**src/rtl/apb_master_pkg.sv**
```systemverilog
// -----------------------------------------------------------------------------
// apb_master_pkg
// Shared definitions for the multi-slave APB4 master:
//   - apb_state_e : transfer state machine encoding (IDLE, SETUP, ACCESS, RESP)
//   - APB_PROT_W  : width of the APB protection field
//   - sel_width() : width of the slave-index field, max(1, clog2(NUM_SLAVES))
// -----------------------------------------------------------------------------
package apb_master_pkg;

    typedef enum logic [1:0] {
        IDLE   = 2'd0,
        SETUP  = 2'd1,
        ACCESS = 2'd2,
        RESP   = 2'd3
    } apb_state_e;

    localparam int APB_PROT_W = 3;

    // A single slave still needs a 1-bit index field so the decoder has
    // something to compare against.
    function automatic int sel_width(input int num_slaves);
        return (num_slaves <= 2) ? 1 : $clog2(num_slaves);
    endfunction

endpackage

```
**src/rtl/apb_master_mux_if.sv**
```systemverilog
// -----------------------------------------------------------------------------
// apb_master_mux_if
// Bundles the request channel, response channel and the APB4 bus of the
// multi-slave master.
//   master modport : view of apb_master_mux (drives PSEL/PENABLE/..., req_ready,
//                    rsp_*; receives req_*, rsp_ready, PREADY/PRDATA/PSLVERR)
//   slave modport  : the opposite view (bridge front end + APB slaves)
// Parameters: ADDR_W, DATA_W, NUM_SLAVES (must match the master instance).
// -----------------------------------------------------------------------------
interface apb_master_mux_if
    import apb_master_pkg::*;
#(
    parameter int ADDR_W     = 32,
    parameter int DATA_W     = 32,
    parameter int NUM_SLAVES = 4
) ();

    // request channel
    logic                     req_valid;
    logic                     req_ready;
    logic                     req_write;
    logic [ADDR_W-1:0]        req_addr;
    logic [DATA_W-1:0]        req_wdata;
    logic [DATA_W/8-1:0]      req_strb;
    logic [APB_PROT_W-1:0]    req_prot;

    // response channel
    logic                     rsp_valid;
    logic                     rsp_ready;
    logic [DATA_W-1:0]        rsp_rdata;
    logic                     rsp_err;

    // APB4 bus
    logic [ADDR_W-1:0]        PADDR;
    logic [APB_PROT_W-1:0]    PPROT;
    logic [NUM_SLAVES-1:0]    PSEL;
    logic                     PENABLE;
    logic                     PWRITE;
    logic [DATA_W-1:0]        PWDATA;
    logic [DATA_W/8-1:0]      PSTRB;
    logic [NUM_SLAVES-1:0]    PREADY;
    logic [NUM_SLAVES*DATA_W-1:0] PRDATA;
    logic [NUM_SLAVES-1:0]    PSLVERR;

    modport master (
        input  req_valid, req_write, req_addr, req_wdata, req_strb, req_prot,
        output req_ready,
        output rsp_valid, rsp_rdata, rsp_err,
        input  rsp_ready,
        output PADDR, PPROT, PSEL, PENABLE, PWRITE, PWDATA, PSTRB,
        input  PREADY, PRDATA, PSLVERR
    );

    modport slave (
        output req_valid, req_write, req_addr, req_wdata, req_strb, req_prot,
        input  req_ready,
        input  rsp_valid, rsp_rdata, rsp_err,
        output rsp_ready,
        input  PADDR, PPROT, PSEL, PENABLE, PWRITE, PWDATA, PSTRB,
        output PREADY, PRDATA, PSLVERR
    );

endinterface

```
**src/rtl/apb_addr_decode.sv**
```systemverilog
// -----------------------------------------------------------------------------
// apb_addr_decode
// Combinational address decoder: extracts the slave index from
// i_addr[SEL_LSB +: SEL_W] and flags whether it names an existing slave.
//   i_addr  in  ADDR_W  byte address
//   o_idx   out SEL_W   slave index field
//   o_valid out 1       index < NUM_SLAVES
// -----------------------------------------------------------------------------
module apb_addr_decode
    import apb_master_pkg::*;
#(
    parameter int ADDR_W     = 32,
    parameter int NUM_SLAVES = 4,
    parameter int SEL_LSB    = 12,
    parameter int SEL_W      = sel_width(NUM_SLAVES)
) (
    input  logic [ADDR_W-1:0] i_addr,
    output logic [SEL_W-1:0]  o_idx,
    output logic              o_valid
);

    // One extra bit so NUM_SLAVES == 2**SEL_W is representable.
    localparam logic [SEL_W:0] NUM_SLAVES_EXT = (SEL_W+1)'(NUM_SLAVES);

    // Only the index field matters; the rest of the address is intentionally ignored.
    logic w_unused_addr;
    assign w_unused_addr = ^i_addr;

    assign o_idx   = i_addr[SEL_LSB +: SEL_W];
    assign o_valid = ({1'b0, o_idx} < NUM_SLAVES_EXT);

endmodule

```
**src/rtl/apb_master_mux.sv**
```systemverilog
// -----------------------------------------------------------------------------
// apb_master_mux
// Multi-slave APB4 master. Accepts one transfer at a time on the request
// channel, decodes the target slave from the address, runs SETUP/ACCESS on a
// one-hot PSEL vector and returns a registered response.
//   PCLK    in  clock
//   PRESET  in  asynchronous active-high reset
//   bus     apb_master_mux_if.master (request, response and APB4 signals)
// Optional feature: define APB_MASTER_TIMEOUT_EN to abort ACCESS after
// TIMEOUT_CYCLES cycles without PREADY (response then carries rsp_err=1).
// -----------------------------------------------------------------------------
module apb_master_mux
    import apb_master_pkg::*;
#(
    parameter int ADDR_W         = 32,
    parameter int DATA_W         = 32,
    parameter int NUM_SLAVES     = 4,
    parameter int SEL_LSB        = 12,
    parameter int TIMEOUT_CYCLES = 255
) (
    input  logic              PCLK,
    input  logic              PRESET,
    apb_master_mux_if.master  bus
);

    localparam int SEL_W  = sel_width(NUM_SLAVES);
    localparam int STRB_W = DATA_W / 8;
    localparam int PAD_N  = 1 << SEL_W;

    apb_state_e              r_state;
    apb_state_e              w_state_next;

    logic [ADDR_W-1:0]       r_addr;
    logic [DATA_W-1:0]       r_wdata;
    logic [STRB_W-1:0]       r_strb;
    logic [APB_PROT_W-1:0]   r_prot;
    logic                    r_write;
    logic [SEL_W-1:0]        r_idx;
    logic [DATA_W-1:0]       r_rsp_rdata;
    logic                    r_rsp_err;

    logic [SEL_W-1:0]        w_dec_idx;
    logic                    w_dec_valid;
    logic                    w_accept;
    logic                    w_sel_ready;
    logic                    w_timeout_hit;
    logic                    w_apb_active;
    logic [NUM_SLAVES-1:0]   w_psel;

    // Slave inputs padded to a power of two so r_idx never indexes out of range.
    logic [PAD_N-1:0]        w_pready_ext;
    logic [PAD_N-1:0]        w_pslverr_ext;
    logic [DATA_W-1:0]       w_prdata_ext [PAD_N];

    apb_addr_decode #(
        .ADDR_W     (ADDR_W),
        .NUM_SLAVES (NUM_SLAVES),
        .SEL_LSB    (SEL_LSB),
        .SEL_W      (SEL_W)
    ) u_decode (
        .i_addr  (bus.req_addr),
        .o_idx   (w_dec_idx),
        .o_valid (w_dec_valid)
    );

    genvar gi;
    generate
        for (gi = 0; gi < PAD_N; gi++) begin : g_pad
            if (gi < NUM_SLAVES) begin : g_slave
                assign w_pready_ext[gi]  = bus.PREADY[gi];
                assign w_pslverr_ext[gi] = bus.PSLVERR[gi];
                assign w_prdata_ext[gi]  = bus.PRDATA[gi*DATA_W +: DATA_W];
            end else begin : g_empty
                assign w_pready_ext[gi]  = 1'b0;
                assign w_pslverr_ext[gi] = 1'b0;
                assign w_prdata_ext[gi]  = '0;
            end
        end
        for (gi = 0; gi < NUM_SLAVES; gi++) begin : g_psel
            assign w_psel[gi] = w_apb_active & (r_idx == SEL_W'(gi));
        end
    endgenerate

    assign w_accept     = bus.req_valid & bus.req_ready;
    assign w_sel_ready  = w_pready_ext[r_idx];
    assign w_apb_active = (r_state == SETUP) || (r_state == ACCESS);

`ifdef APB_MASTER_TIMEOUT_EN
    localparam int TMO_RAW = $clog2(TIMEOUT_CYCLES + 1);
    localparam int TMO_W   = (TMO_RAW < 8) ? 8 : ((TMO_RAW > 16) ? 16 : TMO_RAW);

    logic [TMO_W-1:0] r_tmo_cnt;

    // Counts ACCESS cycles without PREADY; cleared while in SETUP so it
    // starts at zero on the first ACCESS cycle.
    always_ff @(posedge PCLK or posedge PRESET) begin
        if (PRESET) begin
            r_tmo_cnt <= '0;
        end else if (r_state == SETUP) begin
            r_tmo_cnt <= '0;
        end else if ((r_state == ACCESS) && !w_sel_ready) begin
            r_tmo_cnt <= r_tmo_cnt + 1'b1;
        end
    end

    // Expiry on the cycle whose increment would reach TIMEOUT_CYCLES;
    // a simultaneous PREADY takes priority in the FSM.
    assign w_timeout_hit = (r_state == ACCESS) && !w_sel_ready &&
                           (r_tmo_cnt == TMO_W'(TIMEOUT_CYCLES - 1));
`else
    assign w_timeout_hit = 1'b0;
`endif

    always_comb begin
        w_state_next = r_state;
        case (r_state)
            IDLE: begin
                if (w_accept) w_state_next = w_dec_valid ? SETUP : RESP;
            end
            SETUP: begin
                w_state_next = ACCESS;
            end
            ACCESS: begin
                if (w_sel_ready || w_timeout_hit) w_state_next = RESP;
            end
            RESP: begin
                if (bus.rsp_ready) begin
                    if (w_accept) w_state_next = w_dec_valid ? SETUP : RESP;
                    else          w_state_next = IDLE;
                end
            end
            default: w_state_next = IDLE;
        endcase
    end

    always_ff @(posedge PCLK or posedge PRESET) begin
        if (PRESET) begin
            r_state     <= IDLE;
            r_addr      <= '0;
            r_wdata     <= '0;
            r_strb      <= '0;
            r_prot      <= '0;
            r_write     <= 1'b0;
            r_idx       <= '0;
            r_rsp_rdata <= '0;
            r_rsp_err   <= 1'b0;
        end else begin
            r_state <= w_state_next;
            if (w_accept) begin
                r_addr  <= bus.req_addr;
                r_wdata <= bus.req_wdata;
                r_strb  <= bus.req_write ? bus.req_strb : '0;
                r_prot  <= bus.req_prot;
                r_write <= bus.req_write;
                r_idx   <= w_dec_idx;
                // Decode errors skip the APB phases, so the response is set here.
                if (!w_dec_valid) begin
                    r_rsp_rdata <= '0;
                    r_rsp_err   <= 1'b1;
                end
            end
            if (r_state == ACCESS) begin
                if (w_sel_ready) begin
                    r_rsp_rdata <= r_write ? '0 : w_prdata_ext[r_idx];
                    r_rsp_err   <= w_pslverr_ext[r_idx];
                end else if (w_timeout_hit) begin
                    r_rsp_rdata <= '0;
                    r_rsp_err   <= 1'b1;
                end
            end
        end
    end

    assign bus.req_ready = (r_state == IDLE) || ((r_state == RESP) && bus.rsp_ready);
    assign bus.rsp_valid = (r_state == RESP);
    assign bus.rsp_rdata = r_rsp_rdata;
    assign bus.rsp_err   = r_rsp_err;

    assign bus.PADDR   = r_addr;
    assign bus.PPROT   = r_prot;
    assign bus.PWRITE  = r_write;
    assign bus.PWDATA  = r_wdata;
    assign bus.PSTRB   = r_strb;
    assign bus.PSEL    = w_psel;
    assign bus.PENABLE = (r_state == ACCESS);

endmodule

```
**src/flat_wrapper.sv**
```systemverilog
// flat-port wrapper written by rule: the top's interface ports become plain ports
module apb_master_mux_flat import apb_master_pkg::*;
#(
    parameter int ADDR_W         = 32,
    parameter int DATA_W         = 32,
    parameter int NUM_SLAVES     = 4,
    parameter int SEL_LSB        = 12,
    parameter int TIMEOUT_CYCLES = 255
)
  (PCLK, PRESET, bus_req_valid, bus_req_write, bus_req_addr, bus_req_wdata, bus_req_strb, bus_req_prot, bus_req_ready, bus_rsp_valid, bus_rsp_rdata, bus_rsp_err, bus_rsp_ready, bus_PADDR, bus_PPROT, bus_PSEL, bus_PENABLE, bus_PWRITE, bus_PWDATA, bus_PSTRB, bus_PREADY, bus_PRDATA, bus_PSLVERR);
  apb_master_mux_if #(.ADDR_W(ADDR_W), .DATA_W(DATA_W), .NUM_SLAVES(NUM_SLAVES)) bus_i ();
  input  logic PCLK;
  input  logic PRESET;
  input wire logic [$bits(bus_i.req_valid)-1:0] bus_req_valid;
  input wire logic [$bits(bus_i.req_write)-1:0] bus_req_write;
  input wire logic [$bits(bus_i.req_addr)-1:0] bus_req_addr;
  input wire logic [$bits(bus_i.req_wdata)-1:0] bus_req_wdata;
  input wire logic [$bits(bus_i.req_strb)-1:0] bus_req_strb;
  input wire logic [$bits(bus_i.req_prot)-1:0] bus_req_prot;
  output wire logic [$bits(bus_i.req_ready)-1:0] bus_req_ready;
  output wire logic [$bits(bus_i.rsp_valid)-1:0] bus_rsp_valid;
  output wire logic [$bits(bus_i.rsp_rdata)-1:0] bus_rsp_rdata;
  output wire logic [$bits(bus_i.rsp_err)-1:0] bus_rsp_err;
  input wire logic [$bits(bus_i.rsp_ready)-1:0] bus_rsp_ready;
  output wire logic [$bits(bus_i.PADDR)-1:0] bus_PADDR;
  output wire logic [$bits(bus_i.PPROT)-1:0] bus_PPROT;
  output wire logic [$bits(bus_i.PSEL)-1:0] bus_PSEL;
  output wire logic [$bits(bus_i.PENABLE)-1:0] bus_PENABLE;
  output wire logic [$bits(bus_i.PWRITE)-1:0] bus_PWRITE;
  output wire logic [$bits(bus_i.PWDATA)-1:0] bus_PWDATA;
  output wire logic [$bits(bus_i.PSTRB)-1:0] bus_PSTRB;
  input wire logic [$bits(bus_i.PREADY)-1:0] bus_PREADY;
  input wire logic [$bits(bus_i.PRDATA)-1:0] bus_PRDATA;
  input wire logic [$bits(bus_i.PSLVERR)-1:0] bus_PSLVERR;
  assign bus_i.req_valid = bus_req_valid;
  assign bus_i.req_write = bus_req_write;
  assign bus_i.req_addr = bus_req_addr;
  assign bus_i.req_wdata = bus_req_wdata;
  assign bus_i.req_strb = bus_req_strb;
  assign bus_i.req_prot = bus_req_prot;
  assign bus_req_ready = bus_i.req_ready;
  assign bus_rsp_valid = bus_i.rsp_valid;
  assign bus_rsp_rdata = bus_i.rsp_rdata;
  assign bus_rsp_err = bus_i.rsp_err;
  assign bus_i.rsp_ready = bus_rsp_ready;
  assign bus_PADDR = bus_i.PADDR;
  assign bus_PPROT = bus_i.PPROT;
  assign bus_PSEL = bus_i.PSEL;
  assign bus_PENABLE = bus_i.PENABLE;
  assign bus_PWRITE = bus_i.PWRITE;
  assign bus_PWDATA = bus_i.PWDATA;
  assign bus_PSTRB = bus_i.PSTRB;
  assign bus_i.PREADY = bus_PREADY;
  assign bus_i.PRDATA = bus_PRDATA;
  assign bus_i.PSLVERR = bus_PSLVERR;
  apb_master_mux #(.ADDR_W(ADDR_W), .DATA_W(DATA_W), .NUM_SLAVES(NUM_SLAVES), .SEL_LSB(SEL_LSB), .TIMEOUT_CYCLES(TIMEOUT_CYCLES)) u_core (.PCLK(PCLK), .PRESET(PRESET), .bus(bus_i));
endmodule
```
**config.mk**
```make
export PLATFORM = sky130hd
export DESIGN_NAME = apb_master_mux_flat
export DESIGN_NICKNAME = d
export VERILOG_FILES = /design/src/rtl/apb_master_pkg.sv /design/src/rtl/apb_master_mux_if.sv /design/src/rtl/apb_addr_decode.sv /design/src/rtl/apb_master_mux.sv /design/src/flat_wrapper.sv
export SDC_FILE = /design/constraint.sdc
export NUM_CORES = 1
export LEC_CHECK = 0
export BUFFER_PORTS_ARGS = -buffer_cell sky130_fd_sc_hd__buf_2
export CAP_MARGIN = 0
export CORE_MARGIN = 5
export CORE_UTILIZATION = 28
export CTS_CLUSTER_SIZE = 40
export DETAILED_ROUTE_END_ITERATION = 7
export GPL_ROUTABILITY_DRIVEN = 0
export SLEW_MARGIN = 20
export SYNTH_ARGS = -nofsm -noshare
export SYNTH_HDL_FRONTEND = slang
export SYNTH_SLANG_ARGS = --single-unit
```
**constraint.sdc**
```tcl
create_clock -name PCLK -period 5.21 [get_ports PCLK]
set_clock_uncertainty 0.2 [all_clocks]
set_input_delay 0.7815 -clock PCLK [delete_from_list [all_inputs] [get_ports PCLK]]
set_output_delay 0.7815 -clock PCLK [all_outputs]
set_load 0.02 [all_outputs]
```
==> flow_results.xml <==
<?xml version="1.0" encoding="UTF-8"?>
<metrics>
  <group name="min_path">
    <metric name="worst_hold_path.endpoint" unit="">u_core.bus.rsp_rdata[14]$_DFFE_PP0P_</metric>
    <metric name="hold_path_class" unit="">flop to flop</metric>
    <metric name="holdCritStartpoint" unit="">u_core.bus.rsp_rdata[14]$_DFFE_PP0P_</metric>
    <metric name="worstHoldPathCells" unit="">1</metric>
  </group>
  <group name="floorplanning">
    <metric name="design.portCount" unit="">324</metric>
    <metric name="core.rowCount" unit="">50</metric>
    <metric name="floorplan.die_area" unit="um2">21550</metric>
    <metric name="placeable_core_area" unit="um2">18580</metric>
    <metric name="die_w" unit="um">146.8</metric>
    <metric name="initial_core_util" unit="">0.2820</metric>
    <metric name="floorplan.die.height" unit="um">146.8</metric>
  </group>
  <group name="clocking">
    <metric name="cts_root_buf" unit="">clkbuf_16</metric>
    <metric name="clkTransAtPathRegs" unit="ns">0.08</metric>
    <metric name="cts.sinks" unit="">107</metric>
    <metric name="post_cts_hold_buffer_count" unit="">0</metric>
    <metric name="cts-resized-gates" unit="">0</metric>
    <metric name="post-cts-setup-buffers" unit="">0</metric>
    <metric name="cts-buffers-inserted" unit="">9</metric>
    <metric name="cts_tree" unit="">built</metric>
    <metric name="htree_levels" unit="">3</metric>
    <metric name="insertion_delay" unit="ns">0.35</metric>
    <metric name="cts_max_path_buffers" unit="">2</metric>
  </group>
  <group name="sta">
    <metric name="period_share" unit="">0.5833</metric>
    <metric name="min_period" unit="ns">3.039</metric>
    <metric name="worst-slew-pin-transition" unit="ns">1.005</metric>
    <metric name="rsz0062_at_grt" unit="">no</metric>
    <metric name="final_hold_viol_count" unit="">0</metric>
    <metric name="timing.final.max_slew_violations" unit="">0</metric>
    <metric name="max_freq" unit="MHz">329.1</metric>
    <metric name="finalSetupViolCount" unit="">0</metric>
    <metric name="slew-limit-headroom" unit="">0.3297</metric>
    <metric name="setup-tns-final" unit="ns">0</metric>
  </group>
  <group name="synthesis">
    <metric name="seq_area_frac_synth" unit="">0.5110</metric>
    <metric name="synth_cell_types" unit="">28</metric>
    <metric name="synth_seq_cells" unit="">107</metric>
    <metric name="synth.avg_cell_area" unit="um2">13.79</metric>
    <metric name="post_synth_instance_area" unit="um2">5240</metric>
    <metric name="postSynthCellCount" unit="">380</metric>
    <metric name="syn_nets" unit="">596</metric>
    <metric name="ys_warn_count" unit="">0</metric>
  </group>
  <group name="power_and_ir_drop">
    <metric name="vdd.ir_drop.worst" unit="V">0.0002874</metric>
    <metric name="leakage" unit="nW">3.593</metric>
    <metric name="power_switching" unit="mW">2.080</metric>
    <metric name="share_comb_of_total_power" unit="">0.516</metric>
    <metric name="switching_share" unit="">0.4460</metric>
    <metric name="power_report.internal_total" unit="mW">2.583</metric>
    <metric name="seq_power_share" unit="">0.336</metric>
    <metric name="pwr-share-clk" unit="">0.148</metric>
    <metric name="p_per_area" unit="nW/um2">639.0</metric>
  </group>
  <group name="grt">
    <metric name="global_route.usage.total" unit="">0.1453</metric>
    <metric name="globalRouteOverflowTotal" unit="">0</metric>
    <metric name="pin_count_of_the_biggest_net_entering_global_routing" unit="">77</metric>
    <metric name="grt_antenna_before_repair" unit="">0</metric>
    <metric name="grt_pass1_vias" unit="">4689</metric>
    <metric name="first_pass_grt_wire_length" unit="um">25120</metric>
  </group>
  <group name="setup_path">
    <metric name="crit_path_end_kind" unit="">output port</metric>
    <metric name="worst_path_max_delay_cell" unit="">dfrtp_4</metric>
    <metric name="critical_path.cell_chain" unit="">buf_4 -&gt; buf_2</metric>
    <metric name="reg2reg_from" unit="">u_core.r_idx[0]$_DFFE_PP0P_</metric>
    <metric name="crit_path_max_incr_delay" unit="ns">0.92</metric>
    <metric name="r2r-end" unit="">u_core.bus.rsp_rdata[5]$_DFFE_PP0P_</metric>
    <metric name="worst-setup-path-type" unit="">flop to output port</metric>
    <metric name="worstPathMaxFanout" unit="">46</metric>
    <metric name="crit_path_start_kind" unit="">flop</metric>
    <metric name="cp_data_arrival_time" unit="ns">2.06</metric>
    <metric name="worstPathRequired" unit="ns">4.23</metric>
    <metric name="timing.reg2reg.worst_path_depth" unit="">5</metric>
    <metric name="timing.reg2reg.setup_slack" unit="ns">2.44</metric>
  </group>
  <group name="placement">
    <metric name="port-buffer-count" unit="">323</metric>
    <metric name="dpl.hpwl" unit="um">11960</metric>
  </group>
  <group name="final_layout">
    <metric name="final_layout_size_suffix_gt1_frac" unit="">0.5326</metric>
    <metric name="mostFrequentLayoutCell" unit="">buf_2</metric>
    <metric name="syn2layout_area_growth" unit="%">39.26</metric>
    <metric name="nets" unit="">902</metric>
    <metric name="final_util" unit="">0.3927</metric>
    <metric name="number_of_antenna_repair_diodes" unit="">0</metric>
    <metric name="mostFrequentLayoutCells" unit="">buf_2, dfrtp_1, mux2_1</metric>
  </group>
  <group name="route">
    <metric name="dr.first_iter.drc_count" unit="">129</metric>
    <metric name="dr.pass1.iters" unit="">4</metric>
    <metric name="drc_errors" unit="">0</metric>
    <metric name="postRouteAntennaNets" unit="">0</metric>
    <metric name="routedWlPerCell" unit="um">17.07</metric>
    <metric name="drt-total-wl" unit="um">15790</metric>
    <metric name="route.detailed.vias_per_inst" unit="">4.598</metric>
    <metric name="routed-via-count" unit="">4253</metric>
  </group>
  <group name="job">
    <metric name="max_capacitance_violation_total" unit="">0</metric>
  </group>
  <group name="status">
    <metric name="status" unit="">finished clean</metric>
  </group>
</metrics>
[Yosys cell counts]
master     number  area share
a21o_1          1      0.0014
a21oi_1         1     0.00095
a22oi_1         1      0.0014
and3_1          2      0.0024
and3b_1         1      0.0017
buf_2          18       0.017
buf_4           5      0.0072
buf_6           5       0.011
clkbuf_1        3      0.0021
dfrtp_1       107        0.51
ha_1            4      0.0096
inv_1           5      0.0036
mux2_1         71        0.15
mux2i_1        66        0.13
mux4_2          1      0.0043
nand2_1        12      0.0086
nand2b_1        2      0.0024
nand3_1         1     0.00095
nand3b_1        1      0.0014
nor2_1          1     0.00072
nor3b_1         1      0.0014
o2111ai_1       1      0.0017
o21a_1         32       0.046
o21ai_1         4      0.0038
o221ai_1       12       0.020
o221ai_2       20       0.057
o22ai_2         1      0.0024
or2_1           1      0.0012
[worst max-delay path: cells and delay by family, from the launching register on]
family | cells | cell delay, ns
buffers and inverters | 2 | 0.77
flip-flops | 1 | 0.92
[per-stage QoR]
stage	worst slack (ns)	std cells	cell area (um2)	hold WS (ns)	power [mW]
floorplan	1.411	380	5240	0.3097	3.264
global route	2.042	925	7297	0.3029	5.010
detailed placement	2.415	909	7000	0.2752	4.042
finish	2.171	925	7297	0.2877	4.663
CTS	2.114	925	7297	0.2928	4.760
global placement	2.439	909	7000	0.2640	4.015
[metal layers]
metal  global-route usage  vias to the layer above  wire, um
met2               0.2344                      211      7337
met1               0.1655                     1987      6064
li1                     -                     2038         -
met4              0.05080                        0       282
met3              0.07557                       17      2102
met5                    0                        -         0
[logic make-up (layout without fill, tap and decap cells)]
logic type                 after synthesis  count (layout)  synth area share
DFF                                    107             107            0.5110
and+or+nand+nor                         22              22           0.02077
adders and majority gates                4               4          0.009551
muxes                                  138             138            0.2830
AOI/OAI and AO/OA                       73              73            0.1349
buffers and inverters                   36             347           0.04083
[area by class of cell]
class | count | area [um2]
Sequential cell | 107 | 2681
Tap cell | 234 | 292.8
Inverter | 5 | 21.27
Clock inverter | 6 | 67.56
Fill cell | 1829 | 11280
Multi-Input combinational cell | 237 | 2366
Timing Repair Buffer | 326 | 1639
Clock buffer | 10 | 229.0
[flip-flops by register name, summed over array words and instances (netlist names)]
register / flops
u_core.bus.rsp_err: 1
u_core.r_idx: 1
u_core.bus.rsp_rdata: 32
u_core.r_state: 2
u_core.bus.PADDR: 31
u_core.bus.PWRITE: 1
u_core.bus.PPROT: 3
u_core.bus.PWDATA: 32
u_core.bus.PSTRB: 4
[worst max path at each step]
stage                           startpoint                              endpoint  slack [ns]  depth (start not counted)
6_report       u_core.r_idx[0]$_DFFE_PP0P_                         bus_PADDR[12]        2.17                          2
5_1_grt        u_core.r_idx[0]$_DFFE_PP0P_                         bus_PADDR[12]        2.04                          2
4_1_cts        u_core.r_idx[0]$_DFFE_PP0P_                         bus_PADDR[12]        2.11                          2
3_5_place_dp   u_core.r_idx[0]$_DFFE_PP0P_  u_core.bus.rsp_rdata[29]$_DFFE_PP0P_        2.41                          5
3_3_place_gp   u_core.r_idx[0]$_DFFE_PP0P_  u_core.bus.rsp_rdata[30]$_DFFE_PP0P_        2.44                          5
2_1_floorplan                       PRESET       u_core.bus.PADDR[0]$_DFFE_PP0P_        1.41                          1
[power groups by stage]
stage          Clock [mW]  Combinational (mW)  Sequential, mW
2_1_floorplan           0                1.26            2.00
5_1_grt             0.755                2.62            1.64
3_5_place_dp            0                2.46            1.58
6_report            0.691                2.41            1.57
3_3_place_gp            0                2.44            1.58
4_1_cts             0.726                2.46            1.57
(Power assumes the default switching activity.)
